### src/rtl/icache_dm_if.sv
// CPU fetch port and byte-wide memory read port of the direct-mapped instruction cache.
// The slave modport is the cache side; master is the CPU plus memory controller.
interface icache_dm_if #(
  parameter int unsigned ADDR_L   = 32,
  parameter int unsigned M_DATA_L = 8,
  parameter int unsigned C_DATA_L = 32
);
  logic                c_re;
  logic [ADDR_L-1:0]   c_raddr;
  logic                c_flush;
  logic [C_DATA_L-1:0] c_dout;
  logic                c_rack;
  logic                m_re;
  logic [ADDR_L-1:0]   m_raddr;
  logic [M_DATA_L-1:0] m_din;
  logic                m_rack;

  modport master (
    output c_re, c_raddr, c_flush,
    input  c_dout, c_rack,
    input  m_re, m_raddr,
    output m_din, m_rack
  );

  modport slave (
    input  c_re, c_raddr, c_flush,
    output c_dout, c_rack,
    output m_re, m_raddr,
    input  m_din, m_rack
  );
endinterface

### src/rtl/icache_dm.sv
// Direct-mapped instruction cache, one word per line, filled byte by byte from memory.
// Flushes requested while a fill or response is in flight are applied on the return to IDLE.
module icache_dm #(
  parameter int unsigned ADDR_L   = 32,
  parameter int unsigned M_DATA_L = 8,
  parameter int unsigned C_DATA_L = 32,
  parameter int unsigned LINES    = 16
) (
  input  logic        clk,
  input  logic        rst,
  icache_dm_if.slave  bus
);
  localparam int unsigned IDX_L = $clog2(LINES);
  localparam int unsigned OFS_L = 2;
  localparam int unsigned TAG_L = ADDR_L - OFS_L - IDX_L;
  localparam int unsigned BYTES = C_DATA_L / M_DATA_L;
  localparam int unsigned K_L   = $clog2(BYTES);
  localparam logic [K_L-1:0] K_LAST = K_L'(BYTES - 1);

  typedef enum logic [1:0] {IDLE, FILL, RESP} state_t;

  state_t              state_q, state_d;
  logic [LINES-1:0]    valid_q;
  logic [TAG_L-1:0]    tag_mem  [LINES];
  logic [C_DATA_L-1:0] data_mem [LINES];

  logic [ADDR_L-1:0]   base_q, base_d;
  logic [K_L-1:0]      k_q, k_d;
  logic [C_DATA_L-1:0] buf_q, buf_d, fill_word;
  logic                m_re_q, m_re_d;
  logic [ADDR_L-1:0]   m_raddr_q, m_raddr_d;
  logic [C_DATA_L-1:0] c_dout_q, c_dout_d;
  logic                c_rack_q, c_rack_d;
  logic                flush_pend_q, flush_pend_d;
  logic                flush_all, line_we;

  logic [IDX_L-1:0]    req_idx, fill_idx;
  logic [TAG_L-1:0]    req_tag, fill_tag;
  logic [ADDR_L-1:0]   req_base;
  logic                hit;

  assign req_idx  = bus.c_raddr[OFS_L +: IDX_L];
  assign req_tag  = bus.c_raddr[ADDR_L-1 -: TAG_L];
  assign req_base = {bus.c_raddr[ADDR_L-1:OFS_L], {OFS_L{1'b0}}};
  assign fill_idx = base_q[OFS_L +: IDX_L];
  assign fill_tag = base_q[ADDR_L-1 -: TAG_L];
  assign hit      = valid_q[req_idx] && (tag_mem[req_idx] == req_tag);

  assign bus.c_dout  = c_dout_q;
  assign bus.c_rack  = c_rack_q;
  assign bus.m_re    = m_re_q;
  assign bus.m_raddr = m_raddr_q;

  // State and datapath registers
  always_ff @(posedge clk) begin
    if (rst) begin
      state_q      <= IDLE;
      valid_q      <= '0;
      flush_pend_q <= 1'b0;
      k_q          <= '0;
      base_q       <= '0;
      buf_q        <= '0;
      c_rack_q     <= 1'b0;
      c_dout_q     <= '0;
      m_re_q       <= 1'b0;
      m_raddr_q    <= '0;
    end else begin
      state_q      <= state_d;
      flush_pend_q <= flush_pend_d;
      k_q          <= k_d;
      base_q       <= base_d;
      buf_q        <= buf_d;
      c_rack_q     <= c_rack_d;
      c_dout_q     <= c_dout_d;
      m_re_q       <= m_re_d;
      m_raddr_q    <= m_raddr_d;
      if (flush_all) begin
        valid_q <= '0;
      end else if (line_we) begin
        valid_q[fill_idx] <= 1'b1;
      end
    end
  end

  // Tag and data arrays carry no reset; the valid bits gate them
  always_ff @(posedge clk) begin
    if (!rst && line_we) begin
      tag_mem[fill_idx]  <= fill_tag;
      data_mem[fill_idx] <= fill_word;
    end
  end

  // Next-state logic
  always_comb begin
    state_d = state_q;
    case (state_q)
      IDLE: if (!bus.c_flush && bus.c_re) state_d = hit ? RESP : FILL;
      FILL: if (bus.m_rack && (k_q == K_LAST)) state_d = RESP;
      RESP: state_d = IDLE;
      default: state_d = IDLE;
    endcase
  end

  // Datapath and registered-output next values
  always_comb begin
    base_d       = base_q;
    k_d          = k_q;
    buf_d        = buf_q;
    m_re_d       = m_re_q;
    m_raddr_d    = m_raddr_q;
    c_dout_d     = c_dout_q;
    c_rack_d     = 1'b0;
    flush_pend_d = flush_pend_q | bus.c_flush;
    flush_all    = 1'b0;
    line_we      = 1'b0;
    fill_word    = buf_q;
    fill_word[32'(k_q) * M_DATA_L +: M_DATA_L] = bus.m_din;
    case (state_q)
      IDLE: begin
        flush_pend_d = 1'b0;
        if (bus.c_flush) begin
          flush_all = 1'b1;
        end else if (bus.c_re) begin
          if (hit) begin
            c_dout_d = data_mem[req_idx];
            c_rack_d = 1'b1;
          end else begin
            base_d    = req_base;
            k_d       = '0;
            m_re_d    = 1'b1;
            m_raddr_d = req_base;
          end
        end
      end
      FILL: begin
        if (bus.m_rack) begin
          buf_d = fill_word;
          if (k_q != K_LAST) begin
            k_d       = k_q + K_L'(1);
            m_raddr_d = base_q + ADDR_L'(k_q) + ADDR_L'(1);
          end else begin
            m_re_d   = 1'b0;
            line_we  = 1'b1;
            c_dout_d = fill_word;
            c_rack_d = 1'b1;
          end
        end
      end
      RESP: begin
        flush_all    = flush_pend_q | bus.c_flush;
        flush_pend_d = 1'b0;
      end
      default: ;
    endcase
  end
endmodule

### src/flat_wrapper.sv
// flat-port wrapper written by rule: the top's interface ports become plain ports
module icache_dm_flat 
#(
  parameter int unsigned ADDR_L   = 32,
  parameter int unsigned M_DATA_L = 8,
  parameter int unsigned C_DATA_L = 32,
  parameter int unsigned LINES    = 16
)
  (clk, rst, bus_c_re, bus_c_raddr, bus_c_flush, bus_c_dout, bus_c_rack, bus_m_re, bus_m_raddr, bus_m_din, bus_m_rack);
  icache_dm_if #(.ADDR_L(ADDR_L), .M_DATA_L(M_DATA_L), .C_DATA_L(C_DATA_L)) bus_i ();
  input  logic clk;
  input  logic rst;
  input wire logic [$bits(bus_i.c_re)-1:0] bus_c_re;
  input wire logic [$bits(bus_i.c_raddr)-1:0] bus_c_raddr;
  input wire logic [$bits(bus_i.c_flush)-1:0] bus_c_flush;
  output wire logic [$bits(bus_i.c_dout)-1:0] bus_c_dout;
  output wire logic [$bits(bus_i.c_rack)-1:0] bus_c_rack;
  output wire logic [$bits(bus_i.m_re)-1:0] bus_m_re;
  output wire logic [$bits(bus_i.m_raddr)-1:0] bus_m_raddr;
  input wire logic [$bits(bus_i.m_din)-1:0] bus_m_din;
  input wire logic [$bits(bus_i.m_rack)-1:0] bus_m_rack;
  assign bus_i.c_re = bus_c_re;
  assign bus_i.c_raddr = bus_c_raddr;
  assign bus_i.c_flush = bus_c_flush;
  assign bus_c_dout = bus_i.c_dout;
  assign bus_c_rack = bus_i.c_rack;
  assign bus_m_re = bus_i.m_re;
  assign bus_m_raddr = bus_i.m_raddr;
  assign bus_i.m_din = bus_m_din;
  assign bus_i.m_rack = bus_m_rack;
  icache_dm #(.ADDR_L(ADDR_L), .M_DATA_L(M_DATA_L), .C_DATA_L(C_DATA_L), .LINES(LINES)) u_core (.clk(clk), .rst(rst), .bus(bus_i));
endmodule
### config.mk
export PLATFORM = sky130hd
export DESIGN_NAME = icache_dm_flat
export DESIGN_NICKNAME = d
export VERILOG_FILES = /design/src/rtl/icache_dm_if.sv /design/src/rtl/icache_dm.sv /design/src/flat_wrapper.sv
export SDC_FILE = /design/constraint.sdc
export NUM_CORES = 1
export LEC_CHECK = 0
export BUFFER_PORTS_ARGS = -buffer_cell sky130_fd_sc_hd__clkbuf_2
export CAP_MARGIN = 0
export CORE_MARGIN = 2
export CORE_UTILIZATION = 35
export CTS_BUF_LIST = sky130_fd_sc_hd__clkbuf_16
export DETAILED_ROUTE_END_ITERATION = 10
export PLACE_DENSITY = 0.57
export SYNTH_ARGS = -nofsm -noshare
export SYNTH_HDL_FRONTEND = slang
export SYNTH_SLANG_ARGS = --single-unit
### constraint.sdc
create_clock -name clk -period 8.1 [get_ports clk]
set_input_delay 0.405 -clock clk [delete_from_list [all_inputs] [get_ports clk]]
set_output_delay 0.405 -clock clk [all_outputs]
set_load 0.05 [all_outputs]
==> impl_metrics.tcl, run 1 <==
set metrics [dict create \
    clk-insertion-delay-late_ns 0.69 \
    slew_headroom_pct 12.33 \
    reg2reg_from "u_core.bus.m_raddr[1]" \
    clock.fmax_ghz 0.2122 \
    peakVddDrop_mv 0.1563 \
    cts_hold_buf 9 \
    synth-edff-count 928 \
    start_kind "input pin" \
    postSynthAreaPerCell_um2 17.91 \
    chipHeight_um 353.8 \
    regArea_um2 30810 \
    syn2layout_area_growth_pct 13.60 \
    min-delay-path-class "in2reg" \
    pin_count 111 \
    drc 0 \
    rows 128 \
    place_congestion 0.8338 \
    first_iter_violations 2184 \
    path_depth 11 \
    path_buf_inv 2 \
    drive_gt1_share_pct 22.64 \
    syn_inst 2391 \
    cpMostUsedCell "a21oi_1" \
    fin_setup_tns_ns 0 \
    maxCapViolations 0 \
    mostFrequentLayoutCells "edfxtp_1, mux4_2, nor2_1" \
    cp.arrival_ns 5.26 \
    antenna_found_initial 5 \
    yosysWarnings 0 \
    cts_tree "done" \
    min_period_ns 4.713 \
    ys_seq_elements 1075 \
    track_usage_pct 16.93 \
    netlist_area_um2 42820 \
    holdWs_ns 0.04855 \
    final_common_cell "edfxtp_1" \
    status "finished, final reports clean" \
    async_flop_share_pct 0 \
    slowest_delay_ns 0.90 \
    path_clk_slew_ns 0.07 \
    crit_start "bus_c_raddr[3]" \
    cts_buffers 105 \
    cp_slowest_cell "o41a_2" \
    grt_overflow 0 \
    yosysSeqAreaShare_pct 71.95 \
    rsz0062_at_grt "no" \
    cts_max_path_buffers 3 \
    tightest_slew_ns 1.297 \
    die_w_um 353.8 \
    wl_per_cell_um 25.34 \
    cp_top_family "compound AO/OA/AOI/OAI gates" \
    drt-total-wl_um 107200 \
    slew_viol_final 0 \
    viasPerCell 5.333 \
    multi_input_area_um2 11160 \
    setup_viol 0 \
    criticalPathCategory "in2reg" \
    rr_worst_depth 6 \
    end_kind "flop" \
    fin_worst_skew_ns 0.03534 \
    hpwl_um 59100 \
    utilization_pct 40.02 \
    post_cts_buffers 0 \
    fin_crit_sh_pct 58.19 \
    ys_dominant_reg_cell "edfxtp_1" \
    critPathCapture "u_core.bus.m_raddr[12]" \
    grt_max_degree 97 \
    path_max_fanout 83 \
    power.leakage_uw 0.01563 \
    path_cells "buf_8, buf_4, mux4_2, mux2i_1, a21oi_1, xnor2_1, o2111ai_1, or4_4, o41a_2, o221ai_1, a21oi_1" \
    p_total_uw 11550 \
    r2r_end "u_core.data_mem[15][26]" \
    preCtsSetupSlack_ns 2.617 \
    hold_viol_final 0 \
    io_buffers 108 \
    grt_pass1_vias 23226 \
    cts.sinks 1075 \
    critPathRequiredTime_ns 8.65 \
    initial_core_util_pct 35.23 \
    die_area_um2 125200 \
    drt_first_pass_iters 7 \
    powerDensity_nw_per_um2 237.5 \
    fill_cells 10846 \
    fin_nets 2568 \
    coreArea_um2 121600 \
    ant_nets 0 \
    cts_root_buf "clkbuf_16" \
    synthesis.nets 2442 \
    diodes 0 \
    post_cts_resized 0 \
    worst_slack_ns 3.387 \
    vias 22562 \
    cts.htree.levels 3 \
    ys_types 69 \
    reg2reg_slack_ns 3.53 \
    grt_pass1_wl_um 156400 \
]
## tightest hold or removal path, delay by kind of cell
family | cells | cell delay [ns]
AOI/OAI and AO/OA | 1 | 0.06
buffers and inverters | 1 | 0.14
and+or+nand+nor | 1 | 0.07
## synthesized netlist by cell type, drive strengths merged, types with 31 or more instances
cell / number / area [µm²]
edfxtp: 928 / 27870
mux4: 258 / 5859
nor2: 165 / 619.3
dfxtp: 147 / 2943
a21oi: 119 / 595.6
a211oi: 90 / 675.7
nand2: 88 / 337.8
clkbuf: 79 / 300.3
buf: 65 / 488.0
o21ai: 60 / 300.3
mux2i: 52 / 520.5
inv: 44 / 165.2
nor2b: 41 / 256.5
nand2b: 34 / 212.7
xor2: 31 / 271.5
## metrics by stage
stage / cell area (µm²) / instances
final: 48640 / 4231
after global placement: 45110 / 4026
after global routing: 48640 / 4231
after detailed placement: 45110 / 4026
after CTS: 48640 / 4231
after floorplan: 42820 / 2391
## flip-flops by register name (all words and copies together), names as in the netlist
name                 flops
u_core.state_q           2
u_core.bus.c_rack        1
u_core.k_q               1
u_core.valid_q          16
u_core.bus.c_dout       32
u_core.flush_pend_q      1
u_core.buf_q            32
u_core.base_q           30
u_core.tag_mem         416
u_core.bus.m_re          1
u_core.data_mem        512
u_core.bus.m_raddr      31
## metal layers
layer  wire (µm)  track usage, %
met5          26               0
met4        2636           4.749
met3        7248           3.289
met2       50280           27.04
met1       47040           23.63
## cells by family after synthesis
logic type               after synthesis  synth area share [%]
XOR/XNOR                              49                 1.002
AO/OA/AOI/OAI                        329                 4.827
multiplexers                         312                 14.95
adder cells (fa/ha/maj)                6                0.1753
buffers and inverters                190                 2.268
AND/OR/NAND/NOR                      430                 4.824
flip-flops                          1075                 71.95
## cell type report
| class | count | area share, % |
|---|---|---|
| flip-flops and latches | 1075 | 63.34 |
| clock inverters | 90 | 1.623 |
| clock buffers | 106 | 5.453 |
| repair buffers | 165 | 2.130 |
| well taps | 1625 | 4.180 |
| inverters | 44 | 0.3421 |
| multi-input cells | 1126 | 22.94 |
## power breakdown
group	total (µW)	switching [µW]	leakage, µW	internal [µW]
combinational	602	383	0.00427	219
sequential	6100	54.6	0.00959	6040
clock	4850	2110	0.00176	2740
total	11600	2550	0.0156	9010
## worst min path at each step
stage,to,depth (start not counted),startpoint
after CTS,u_core.base_q[14],3,bus_c_raddr[14]
after global routing,u_core.base_q[27],3,bus_c_raddr[27]
after global placement,u_core.valid_q[11],2,u_core.valid_q[11]
after detailed placement,u_core.valid_q[14],2,u_core.valid_q[14]
final,u_core.base_q[27],3,bus_c_raddr[27]
after floorplan,u_core.valid_q[1],2,u_core.valid_q[1]
Power figures use the tool's default switching activity.
==> run 2, diff against run 1 <==
Settings changed: ABC_AREA set to 1.
Clock period 8.1 ns to 4.6 ns, I/O delays scaled along.
==> run 2 against run 1 <==
  * Critical path type is now reg2reg
  * Via count is 38% higher
  * Critical endpoint is now u_core.bus.m_raddr[28]
  * Global-route usage up 1.9 points
  * Clock skew grew 0.034 ns
==> impl_metrics.tcl, run 2 <==
set metrics [dict create \
    clock.fmax_ghz 0.2575 \
    hpwl_um 68860 \
    yosysMostFrequentCell "edfxtp_1" \
    slew_headroom_pct 29.96 \
    ant_nets 0 \
    regArea_um2 30810 \
    ys_types 30 \
    yosysTopAreaCell "edfxtp_1" \
    drt_first_pass_iters 5 \
    drive_gt1_share_pct 9.180 \
    post_cts_resized 0 \
    async_flop_share_pct 0 \
    min_from "rst" \
    grt_overflow 0 \
    cts_tree "done" \
    yosysSeqAreaShare_pct 68.82 \
    ys_top_cells_by_count "edfxtp_1, nand2_1, nor2_1, o21ai_0, inv_1" \
    slowest_delay_ns 0.65 \
    multi_input_area_um2 11610 \
    place_congestion 0.8351 \
    reg2reg_from "u_core.k_q[0]" \
    utilization_pct 40.30 \
    first_iter_violations 3259 \
    path_buf_inv 1 \
    cp_top_family "simple AND/OR/NAND/NOR gates" \
    vias 31220 \
    synth-edff-count 928 \
    syn_inst 4201 \
    synth_compound_area_share_pct 9.741 \
    hold_viol_final 0 \
    critPathRequiredTime_ns 5.24 \
    post_cts_buffers 0 \
    syn2layout_area_growth_pct 14.51 \
    top_register "u_core.data_mem" \
    preCtsSetupSlack_ns 0.7703 \
    cp_slowest_cell "dfxtp_1" \
    drc 0 \
    final_common_cell "edfxtp_1" \
    io_buffers 108 \
    postSynthAreaPerCell_um2 10.66 \
    diodes 0 \
    fill_cells 12230 \
    fin_nets 4351 \
    tightest_slew_ns 1.051 \
    min-delay-path-class "in2reg" \
    grt_pass1_wl_um 187200 \
    die_w_um 361.6 \
    synth_xor_area_share_pct 0.3522 \
    cts.sinks 1075 \
    coreArea_um2 127200 \
    synth_top_area_share_pct 62.25 \
    worst_slack_ns 0.7159 \
    antenna_found_initial 5 \
    slew_viol_final 0 \
    die_area_um2 130800 \
    pin_count 111 \
    cp.arrival_ns 4.52 \
    synthAdderAreaFrac_pct 0.1677 \
    grt_max_degree 175 \
    end_kind "flop" \
    reg_top3 "u_core.data_mem: 512 flops, u_core.tag_mem: 416 flops" \
    cts_root_buf "clkbuf_16" \
    powerDensity_nw_per_um2 508.4 \
    synthesis.nets 4252 \
    initial_core_util_pct 35.20 \
    cts_buffers 113 \
    largest_reg_flops 512 \
    fin_setup_tns_ns 0 \
    peakVddDrop_mv 0.3651 \
    criticalPathCategory "reg2reg" \
    path_cells "ha_1, inv_1, nor2_1, nand2_1, nor2_1, nand3_1, nor2_1, nand4_1, nor3_1, nand2_1, xor2_1, nand2_1, o21ai_0, nor2_1, nor2_1" \
    cts_hold_buf 28 \
    start_kind "flop" \
    maxCapViolations 0 \
    power.leakage_uw 0.01924 \
    cpMostUsedCell "nor2_1" \
    path_max_fanout 14 \
    yosysWarnings 0 \
    synth_top_family_by_area "simple AND/OR/NAND/NOR gates" \
    reg2reg_slack_ns 0.72 \
    rows 131 \
    setup_viol 0 \
    grt_pass1_vias 29382 \
    viasPerCell 5.149 \
    synth_area_leaders "edfxtp_1, nand2_1, dfxtp_1, nor2_1, o21ai_0" \
    yosys.area_share.simple_pct 15.27 \
    mostFrequentLayoutCells "edfxtp_1, nand2_1, nor2_1" \
    fin_crit_sh_pct 84.44 \
    min_period_ns 3.884 \
    path_clk_slew_ns 0.06 \
    fin_worst_skew_ns 0.06970 \
    track_usage_pct 18.84 \
    ys_seq_elements 1075 \
    netlist_area_um2 44770 \
    rsz0062_at_grt "no" \
    ys_dominant_reg_cell "edfxtp_1" \
    drt-total-wl_um 126000 \
    cts.htree.levels 3 \
    status "finished, final reports clean" \
    synth.mux.area_fraction_pct 0 \
    cts_max_path_buffers 3 \
    chipHeight_um 361.6 \
    clk-insertion-delay-late_ns 0.75 \
    p_total_uw 26060 \
    wl_per_cell_um 20.79 \
    crit_start "u_core.k_q[0]" \
]
==> run 2: where the power goes <==
| group | switching [µW] | internal (µW) | leakage [µW] |
|---|---|---|---|
| Clock | 3900 | 4860 | 0.00189 |
| Sequential | 764 | 12000 | 0.00974 |
| Combinational | 3440 | 1150 | 0.00761 |
==> run 2: per-stage QoR <==
stage               hold slack, ns  cell area, µm²  cells
floorplan                   0.3649           44800   4201
global placement            0.4366           47410   5819
finish                     0.06631           51260   6063
global route               0.04457           51260   6063
detailed placement          0.4463           47410   5819
CTS                       0.007539           51260   6063
==> run 2: area by class of cell <==
type | count | area share, %
Sequential cell | 1075 | 60.10
Multi-Input combinational cell | 2525 | 22.64
Clock buffer | 116 | 5.663
Tap cell | 1662 | 4.057
Timing Repair Buffer | 242 | 3.666
Inverter | 343 | 2.558
Clock inverter | 100 | 1.316
==> run 2: kinds of logic (layout without fill, tap and decap cells) <==
family                     count (synthesis)  in the layout
DFF                                     1075           1075
adders and majority gates                  6              6
xor gates and xnor gates                  18             18
buffers and inverters                    601            801
AOI/OAI and AO/OA                        789            789
and+or+nand+nor                         1712           1712
==> run 2: path summary, 6_finish.rpt <==
| path | end | cells past startpoint |
|---|---|---|
| worst min-delay path | u_core.base_q[15] | 2 |
| worst min register to register | u_core.valid_q[11] | 2 |
| worst max register to register | u_core.bus.m_raddr[28] | 15 |
| worst max-delay path | u_core.bus.m_raddr[28] | 15 |
==> run 2: routing by layer <==
metal / GRT usage (%) / wire length (µm) / up-vias
met2: 30.48 / 59080 / 956
met1: 26.28 / 56000 / 15372
met4: 5.425 / 2918 / 8
li1: - / - / 14701
met3: 2.853 / 7982 / 183
met5: 0 / 42 / -
